==> config.mk <==
export PLATFORM = sky130hd
export DESIGN_NAME = dm_arbiter
export DESIGN_NICKNAME = d
export VERILOG_FILES = /design/src/rtl/dm_pkg.sv /design/src/rtl/rr_pick2.sv /design/src/rtl/dm_arbiter.sv
export SDC_FILE = /design/constraint.sdc
export NUM_CORES = 1
export LEC_CHECK = 0
export BUFFER_PORTS_ARGS = -buffer_cell sky130_fd_sc_hd__buf_4
export CAP_MARGIN = 30
export CORE_AREA = 2 2 113 115
export CTS_CLUSTER_SIZE = 16
export DETAILED_ROUTE_END_ITERATION = 10
export DIE_AREA = 0 0 115 117
export GPL_TIMING_DRIVEN = 0
export PLACE_DENSITY = 0.45
export SYNTH_ARGS = -nofsm -noshare
export SYNTH_HDL_FRONTEND = slang
export SYNTH_SLANG_ARGS = --single-unit
==> constraint.sdc <==
create_clock -name clk -period 2 [get_ports clk]
set_clock_uncertainty 0.05 [all_clocks]
set_input_delay 0.3 -clock clk [delete_from_list [all_inputs] [get_ports clk]]
set_output_delay 0.3 -clock clk [all_outputs]
set_load 0.01 [all_outputs]
==> src/rtl/dm_pkg.sv <==
// Shared constants and types for the two-master data-RAM arbiter.
package dm_pkg;
  localparam logic [3:0] BYTEEN_READ = 4'b0000;
  localparam int M0 = 0;
  localparam int M1 = 1;

  typedef enum logic [1:0] {SEL_NONE, SEL_M0, SEL_M1} sel_e;
endpackage

==> src/rtl/rr_pick2.sv <==
// Two-way grant picker: round-robin, or m0 priority with an m1 anti-starvation counter.
module rr_pick2
  import dm_pkg::*;
#(
  parameter int PRIO_M0  = 1,
  parameter int MAX_WAIT = 4,
  localparam int WW      = $clog2(MAX_WAIT + 1)
) (
  input  logic clk,
  input  logic reset,
  input  logic req0,
  input  logic req1,
  output sel_e sel
);

  logic          ptr_q, ptr_d;   // 0: m0 wins the next conflict
  logic [WW-1:0] wait_q, wait_d;

  always_comb begin
    sel = SEL_NONE;
    if (req0 && req1) begin
      if (PRIO_M0 != 0) sel = (wait_q == WW'(MAX_WAIT)) ? SEL_M1 : SEL_M0;
      else              sel = ptr_q ? SEL_M1 : SEL_M0;
    end else if (req0) begin
      sel = SEL_M0;
    end else if (req1) begin
      sel = SEL_M1;
    end

    ptr_d = ptr_q;
    if (sel == SEL_M0)      ptr_d = 1'b1;
    else if (sel == SEL_M1) ptr_d = 1'b0;

    // Counts refused m1 cycles; any m1 grant or idle m1 restarts it.
    wait_d = '0;
    if (req1 && sel != SEL_M1)
      wait_d = (wait_q == WW'(MAX_WAIT)) ? wait_q : wait_q + 1'b1;
  end

  always_ff @(posedge clk or negedge reset) begin
    if (!reset) begin
      ptr_q  <= 1'b0;
      wait_q <= '0;
    end else begin
      ptr_q  <= ptr_d;
      wait_q <= wait_d;
    end
  end

endmodule

==> src/rtl/dm_arbiter.sv <==
// Shares one single-port data RAM between the CPU data port (m0) and a secondary master (m1).
module dm_arbiter
  import dm_pkg::*;
#(
  parameter int DEPTH    = 4096,
  parameter int AW       = 12,
  parameter int PRIO_M0  = 1,
  parameter int MAX_WAIT = 4
) (
  input  logic          clk,
  input  logic          reset,
  input  logic          m0_req,
  input  logic [31:0]   m0_addr,
  input  logic [3:0]    m0_byteen,
  input  logic [31:0]   m0_wdata,
  output logic          m0_gnt,
  output logic          m0_rvalid,
  output logic [31:0]   m0_rdata,
  output logic          m0_err,
  input  logic          m1_req,
  input  logic [31:0]   m1_addr,
  input  logic [3:0]    m1_byteen,
  input  logic [31:0]   m1_wdata,
  output logic          m1_gnt,
  output logic          m1_rvalid,
  output logic [31:0]   m1_rdata,
  output logic          m1_err,
  output logic          ram_en,
  output logic [3:0]    ram_we,
  output logic [AW-1:0] ram_addr,
  output logic [31:0]   ram_wdata,
  input  logic [31:0]   ram_rdata
);

  logic [1:0]        req, gnt, oor;
  logic [1:0][31:0]  addr, wdata;
  logic [1:0][3:0]   be;
  logic [1:0]        rvalid_q, rvalid_d, err_q, err_d;
  logic [1:0][31:0]  rdata;
  logic              gi;
  sel_e              sel;
  logic              unused_lsbs;

  // Requests are masked in reset so nothing is granted or strobed to the RAM.
  assign req         = {m1_req, m0_req} & {2{reset}};
  assign addr        = {m1_addr, m0_addr};
  assign wdata       = {m1_wdata, m0_wdata};
  assign be          = {m1_byteen, m0_byteen};
  assign unused_lsbs = ^{m0_addr[1:0], m1_addr[1:0]};

  rr_pick2 #(.PRIO_M0(PRIO_M0), .MAX_WAIT(MAX_WAIT)) u_pick (
    .clk  (clk),
    .reset(reset),
    .req0 (req[M0]),
    .req1 (req[M1]),
    .sel  (sel)
  );

  always_comb begin
    gnt     = '0;
    gnt[M0] = (sel == SEL_M0);
    gnt[M1] = (sel == SEL_M1);
    gi      = (sel == SEL_M1);
    for (int m = 0; m < 2; m++) begin
      oor[m]      = (addr[m][31:2] >= 30'(DEPTH));
      rvalid_d[m] = gnt[m] && (be[m] == BYTEEN_READ);
      err_d[m]    = gnt[m] && oor[m];
    end
    ram_en    = (|gnt) && !oor[gi];
    ram_we    = ram_en ? be[gi] : 4'b0000;
    ram_addr  = (|gnt) ? addr[gi][AW+1:2] : '0;
    ram_wdata = (|gnt) ? wdata[gi] : '0;
  end

  always_ff @(posedge clk or negedge reset) begin
    if (!reset) begin
      rvalid_q <= '0;
      err_q    <= '0;
    end else begin
      rvalid_q <= rvalid_d;
      err_q    <= err_d;
    end
  end

  // rvalid_q doubles as the read-owner record; out-of-range reads return zero.
  always_comb begin
    for (int m = 0; m < 2; m++)
      rdata[m] = (rvalid_q[m] && !err_q[m]) ? ram_rdata : 32'h0;
  end

  assign m0_gnt    = gnt[M0];
  assign m1_gnt    = gnt[M1];
  assign m0_rvalid = rvalid_q[M0];
  assign m1_rvalid = rvalid_q[M1];
  assign m0_err    = err_q[M0];
  assign m1_err    = err_q[M1];
  assign m0_rdata  = rdata[M0];
  assign m1_rdata  = rdata[M1];

endmodule

==> results of run 1 <==
kinds of logic (layout without fill, tap and decap cells):
group	Yosys count	after routing	share of synthesized area [%]
AOI/OAI and AO/OA	52	52	18.8
adders and majority gates	2	2	1.62
buffers and inverters	25	328	8.43
DFF	7	7	11.4
muxes	1	1	0.649
and+or+nand+nor	185	185	59.1
sequential cells by signal, indices dropped and copies added (netlist names):
signal	cells
u_pick.wait_q	3
err_q	2
rvalid_q	2
layout make-up:
class                   instances  area share [%]
inverters                       4           0.504
plain buffers                  21            4.12
flip-flops and latches          7            3.92
clock buffers                   4            1.76
repair buffers                299            51.8
multi-input cells             240            33.7
well taps                     150            4.20
cell usage after synthesis, drive strengths merged:
| library cell | count | share of area (%) |
|---|---|---|
| nand2 | 91 | 22 |
| clkbuf | 7 | 1.7 |
| o21ai | 1 | 0.32 |
| ha | 2 | 1.6 |
| o31ai | 1 | 0.49 |
| and2 | 66 | 27 |
| nor3 | 4 | 2.0 |
| nor2b | 2 | 0.81 |
| or4 | 2 | 0.97 |
| a21o | 1 | 0.49 |
| a32o | 4 | 2.6 |
| mux2i | 1 | 0.65 |
| nand3 | 3 | 0.97 |
| o21ba | 1 | 0.65 |
| nor4 | 8 | 3.2 |
| nor2 | 9 | 2.2 |
| buf | 14 | 5.8 |
| a21oi | 44 | 14 |
| inv | 4 | 0.97 |
| dfrtp | 7 | 11 |
metrics by stage:
step,hold WS (ns),cell area [um^2],instances
6_report,0.281,4470,725
2_1_floorplan,-0.0456,1540,272
3_5_place_dp,0.0804,3880,708
3_3_place_gp,0.0765,3880,708
5_1_grt,0.288,4470,725
4_1_cts,0.276,4290,725
critical path, delay by kind of cell, from the launching register on:
kind | cells | cell delay (ns)
AOI/OAI and AO/OA | 2 | 0.36
adders and majority gates | 1 | 0.14
buffers and inverters | 5 | 0.58
DFF | 1 | 0.39
and+or+nand+nor | 2 | 0.11
power groups by stage:
stage,registers (mW),clock network (mW),logic [mW]
after floorplan,0.151,0,0.154
after CTS,0.149,0.340,0.617
after detailed placement,0.150,0,0.551
after global placement,0.150,0,0.546
final,0.149,0.335,0.648
after global routing,0.149,0.352,0.698
final timing paths:
| check | cells after the start | end | slack, ns |
|---|---|---|---|
| setup / recovery | 10 | ram_wdata[17] | -0.16 |
| hold / removal | 3 | rvalid_q[0] | 0.28 |
| setup reg to reg | 7 | err_q[1] | 0.59 |
| hold reg to reg | 2 | u_pick.wait_q[0] | 0.53 |
| max in group asynchronous | 2 | rvalid_q[0] | 1.20 |
| min in group asynchronous | 2 | rvalid_q[1] | 0.47 |
layer usage:
| metal | vias up | part of all wire [%] | GRT usage, % |
|---|---|---|---|
| met4 | 0 | 1.6 | 3.53 |
| li1 | 1495 | - | - |
| met2 | 184 | 55 | 27.8 |
| met5 | - | 0 | 0 |
| met1 | 1337 | 35 | 14.5 |
| met3 | 12 | 8.7 | 2.73 |
what timing repair did:
action,CTS,global route
gates cloned,6,0
hold buffers,1,0
pin swaps,22,16
resized for setup,69,49
setup endpoints to repair,50,70
hold endpoints to repair,7,0
buffers inserted,6,0
==> impl_metrics.json, run 1 <==
{
  "num_antenna_cells": 0,
  "grt_overflow_total": 0,
  "worst_case_vdd_ir_drop_mv": 0.204,
  "synth_sequential_area_ratio_pct": 11.4,
  "regArea_um2": 175,
  "grt_max_degree": 11,
  "pd_cells_nw_per_um2": 253,
  "cp_max_fo": 7,
  "period_share_pct": 108,
  "initial_core_util_pct": 12.5,
  "crit_chain": "inv_2 -> ha_4 -> nand2_2 -> a21o_4 -> inv_8 -> buf_12 -> buf_8 -> nand2_2 -> a21oi_2 -> buf_4",
  "groute.usage.overall_pct": 13.8,
  "setup-violations-final": 49,
  "max_freq_mhz": 463,
  "netSwitchingFraction_pct": 29.8,
  "end_of_flow_core_utilization_pct": 36.3,
  "p_leak_nw": 2.42,
  "cp-end-kind": "output port",
  "data_arrival_at_the_endpoint_of_the_critical_path_ns": 1.81,
  "post-route-worst-setup-slack_ns": -0.158,
  "clkPwrFrac_pct": 29.6,
  "place.gp.congestion": 0.758,
  "cap_violations": 0,
  "cts_root_buf": "sky130_fd_sc_hd__clkbuf_16",
  "yosys.cell_types.count": 23,
  "total_power_mw": 1.13,
  "post_route_cells_drive_above_1_share_pct": 66.1,
  "most_frequent_cells_in_the_layout": "290 x sky130_fd_sc_hd__buf_4, 68 x sky130_fd_sc_hd__nand2_1, 66 x sky130_fd_sc_hd__and2_1",
  "drt-vias-per-instance": 4.18,
  "drt_first_iter_violations": 63,
  "cts_num_sinks": 7,
  "cpPeakStageDelay_ns": 0.39,
  "grt_pass1_wl_um": 14700,
  "comb_power_share_pct": 57.2,
  "worst_setup_hold_path_clk_slew_ns": 0.04,
  "number_of_cts_inserted_buffers": 3,
  "startpoint": "u_pick.wait_q[1]",
  "placeableCoreArea_um2": 12300,
  "postSynthCellCount": 272,
  "timing_worst_setup_path_type": "flip-flop to output port",
  "drc": 0,
  "hold_viol": 0,
  "boundaryPins": 291,
  "critical_path.reg2reg.startpoint": "u_pick.wait_q[1]",
  "syn2layout_area_growth_pct": 190,
  "synthesis.yosys.warnings": 0,
  "rsz_0062_raised_after_global_routing": "true",
  "timing.hold.worst.class": "input pin to flip-flop",
  "cp_data_required_time_ns": 1.65,
  "via_count_of_the_first_global_routing_pass": 2971,
  "synth_nets": 446,
  "dpl_worst_slack_ns": -0.0716,
  "status": "finished, violations left",
  "totalWireLength_um": 10400,
  "clock_insertion_delay_worst_skew_ns": 0.23,
  "tritoncts": "yes",
  "path_common_cell": "sky130_fd_sc_hd__nand2_2",
  "report.final.slew_viol_count": 0,
  "totalNegativeSetupSlack_ns": -4.32,
  "cts.path.max_buffers": 2,
  "clock_tree.htree_level_count": 1,
  "die_w_um": 115,
  "post_drt_wl_per_cell_um": 14.4,
  "area_enclosed_by_the_die_boundary_um2": 13500,
  "multi_input_comb_area_um2": 1510,
  "hpwl_um": 8500,
  "rows": 41,
  "startpoint_type": "flip-flop",
  "drt_first_pass_iters": 4,
  "postSynthRegisterBits": 7,
  "mappedNetlistArea_um2": 1540,
  "fillCellCount": 1291,
  "crit_path_top_delay_cell": "sky130_fd_sc_hd__dfrtp_1",
  "route.antenna.remaining_nets": 0,
  "timing_worst_slew_pin_value_ns": 0.614,
  "syn-mean-instance-area_um2": 5.67,
  "hold_path_startpoint": "m0_byteen[3]",
  "total_switching_power_mw": 0.337,
  "violations": "negative setup slack",
  "antenna_found_initial": 0,
  "layout.cells.most_common": "sky130_fd_sc_hd__buf_4",
  "share_seq_of_total_power_pct": 13.1,
  "detailroute.via_count": 3028,
  "timing.max_slew.rel_slack_pct": 59.1,
  "floorplan.die.height_um": 117,
  "io_buffers": 286,
  "power_report.internal_total_mw": 0.795,
  "nNetsFinal": 750,
  "post-route-min-period_ns": 2.16
}
Note: power is estimated with default switching activity, not from simulation.
==> run 2: changes to the inputs <==
--- a/config.mk
+++ b/config.mk
@@ -5,14 +5,15 @@
 export SDC_FILE = /design/constraint.sdc
 export NUM_CORES = 1
 export LEC_CHECK = 0
-export BUFFER_PORTS_ARGS = -buffer_cell sky130_fd_sc_hd__buf_4
 export CAP_MARGIN = 30
-export CORE_AREA = 2 2 113 115
+export CORE_AREA = 8 8 107 109
+export CTS_BUF_LIST = sky130_fd_sc_hd__clkbuf_4 sky130_fd_sc_hd__clkbuf_8
 export CTS_CLUSTER_SIZE = 16
 export DETAILED_ROUTE_END_ITERATION = 10
 export DIE_AREA = 0 0 115 117
+export DONT_BUFFER_PORTS = 1
 export GPL_TIMING_DRIVEN = 0
-export PLACE_DENSITY = 0.45
+export PLACE_DENSITY = 0.3
 export SYNTH_ARGS = -nofsm -noshare
 export SYNTH_HDL_FRONTEND = slang
 export SYNTH_SLANG_ARGS = --single-unit
==> impl_metrics.json, run 2 (synthesis results as in run 1) <==
{
  "status": "finished, violations left",
  "violations": "negative setup slack",
  "tritoncts": "yes",
  "crit_chain": "inv_1 -> ha_2 -> nand2_2 -> a21o_4 -> inv_6 -> buf_6 -> buf_6 -> nand2_1 -> a21oi_2",
  "placeableCoreArea_um2": 9910,
  "via_count_of_the_first_global_routing_pass": 2247,
  "post_drt_wl_per_cell_um": 21.6,
  "drt_first_pass_iters": 4,
  "timing.hold.worst.class": "input pin to flip-flop",
  "worst_case_vdd_ir_drop_mv": 0.185,
  "setup-violations-final": 47,
  "route.antenna.remaining_nets": 0,
  "hold_path_startpoint": "m1_req",
  "floorplan.die.height_um": 117,
  "report.final.slew_viol_count": 0,
  "die_w_um": 115,
  "cts_root_buf": "sky130_fd_sc_hd__clkbuf_8",
  "drt-vias-per-instance": 4.87,
  "timing.max_slew.rel_slack_pct": 39.5,
  "fillCellCount": 1086,
  "cp_data_required_time_ns": 1.65,
  "critical_path.reg2reg.startpoint": "u_pick.wait_q[0]",
  "post-route-min-period_ns": 2.10,
  "io_buffers": 0,
  "clock_insertion_delay_worst_skew_ns": 0.22,
  "worst_r2r_endpoint": "err_q[0]",
  "end_point_of_the_worst_hold_path": "u_pick.wait_q[2]",
  "number_of_cts_inserted_buffers": 3,
  "placement.cell_area_um2": 1710,
  "rows": 37,
  "path_common_cell": "sky130_fd_sc_hd__buf_6",
  "startpoint_type": "flip-flop",
  "cpPeakStageDelay_ns": 0.37,
  "timing_worst_slew_pin_value_ns": 0.908,
  "antenna_found_initial": 0,
  "period_share_pct": 105,
  "dpl_worst_slack_ns": -0.0640,
  "grt_max_degree": 11,
  "timing_worst_setup_path_type": "flip-flop to output port",
  "area_enclosed_by_the_die_boundary_um2": 13500,
  "post-route-worst-setup-slack_ns": -0.0987,
  "syn2layout_area_growth_pct": 59.7,
  "finalHoldWorstSlack_ns": 0.184,
  "most_frequent_cells_in_the_layout": "68 x sky130_fd_sc_hd__nand2_1, 66 x sky130_fd_sc_hd__and2_1, 22 x sky130_fd_sc_hd__a21oi_4",
  "num_antenna_cells": 0,
  "crit_path_top_delay_cell": "sky130_fd_sc_hd__dfrtp_1",
  "biggestRegsByFlops": "u_pick.wait_q: 3 flops, err_q: 2 flops, rvalid_q: 2 flops",
  "hpwl_um": 7530,
  "largest_register_ffs": 3,
  "final_area_um2": 2460,
  "worst-r2r-setup-slack_ns": 0.52,
  "detailroute.via_count": 2070,
  "post_route_cells_drive_above_1_share_pct": 39.1,
  "p_leak_nw": 0.999,
  "boundaryPins": 291,
  "nNetsFinal": 464,
  "pd_cells_nw_per_um2": 278,
  "r2r.worst_path.cells": 7,
  "grt_pass1_wl_um": 11700,
  "drt_first_iter_violations": 35,
  "totalWireLength_um": 9160,
  "cp-end-kind": "output port",
  "largest_register": "u_pick.wait_q",
  "data_arrival_at_the_endpoint_of_the_critical_path_ns": 1.75,
  "clock_tree.htree_level_count": 1,
  "cp_max_fo": 5,
  "place.gp.congestion": 0.720,
  "grt_overflow_total": 0,
  "cap_violations": 0,
  "max_freq_mhz": 476,
  "hold_depth": 2,
  "hold_viol": 0,
  "end_of_flow_core_utilization_pct": 24.9,
  "rsz_0062_raised_after_global_routing": "true",
  "layout.cells.most_common": "sky130_fd_sc_hd__nand2_1",
  "drc": 0,
  "initial_core_util_pct": 15.6,
  "cts_num_sinks": 7,
  "groute.usage.overall_pct": 10.9,
  "worst_setup_hold_path_clk_slew_ns": 0.04,
  "cts.path.max_buffers": 2
}
==> run 2: cell types whose count changed in the layout (fill, tap and decap cells not counted), sizes merged <==
cell / delta
buf: -286
==> run 2: how the worst max path moves through the flow <==
stage                     start      endpoint  depth (start not counted)
2_1_floorplan  u_pick.wait_q[0]     ram_we[0]                          7
3_3_place_gp   u_pick.wait_q[0]     ram_we[0]                          7
3_5_place_dp   u_pick.wait_q[0]     ram_we[0]                          7
4_1_cts        u_pick.wait_q[0]  ram_wdata[1]                          9
5_1_grt        u_pick.wait_q[0]  ram_wdata[0]                          9
6_report       u_pick.wait_q[0]  ram_wdata[0]                          9
==> run 2: report_power, final <==
group / switching (mW) / internal [mW]
combinational: 0.206 / 0.122
sequential: 0.00476 / 0.146
clock: 0.0559 / 0.151
==> run 2: metrics by stage <==
step           power [mW]  TNS [ns]  cells
2_1_floorplan       0.305         0    272
4_1_cts             0.654     -3.12    421
5_1_grt             0.726     -6.61    425
3_5_place_dp        0.347    -0.383    408
3_3_place_gp        0.349    -0.224    408
6_report            0.686     -2.98    425
==> run 2: repair_timing <==
action,4_1_cts,5_1_grt
resized for setup,96,51
endpoints found under the hold margin,7,0
setup endpoints to repair,51,72
gates cloned,2,3
pin swaps,20,21
hold buffers,1,0
setup buffers,7,1
==> run 2: worst max-delay path, delay by kind of cell, from the launching register on <==
| family | cells | cell delay (ns) |
|---|---|---|
| fa+ha+maj | 1 | 0.18 |
| flops | 1 | 0.37 |
| buf+inv | 4 | 0.40 |
| simple gates | 2 | 0.13 |
| compound gates | 2 | 0.43 |
==> run 2: layout make-up <==
cell class	count	area, um^2	area share (%)
Buffer	21	165	6.70
Timing Repair Buffer	13	160	6.50
Sequential cell	7	175	7.11
Clock buffer	4	48.8	1.98
Inverter	4	20.0	0.813
Tap cell	136	170	6.91
Multi-Input combinational cell	240	1720	70.0
==> run 2: layer usage <==
layer | share of wire, % | global-route usage [%]
met1 | 32 | 10.7
met2 | 54 | 22.3
met3 | 13 | 2.92
met4 | 0.71 | 2.10
met5 | 0 | 0
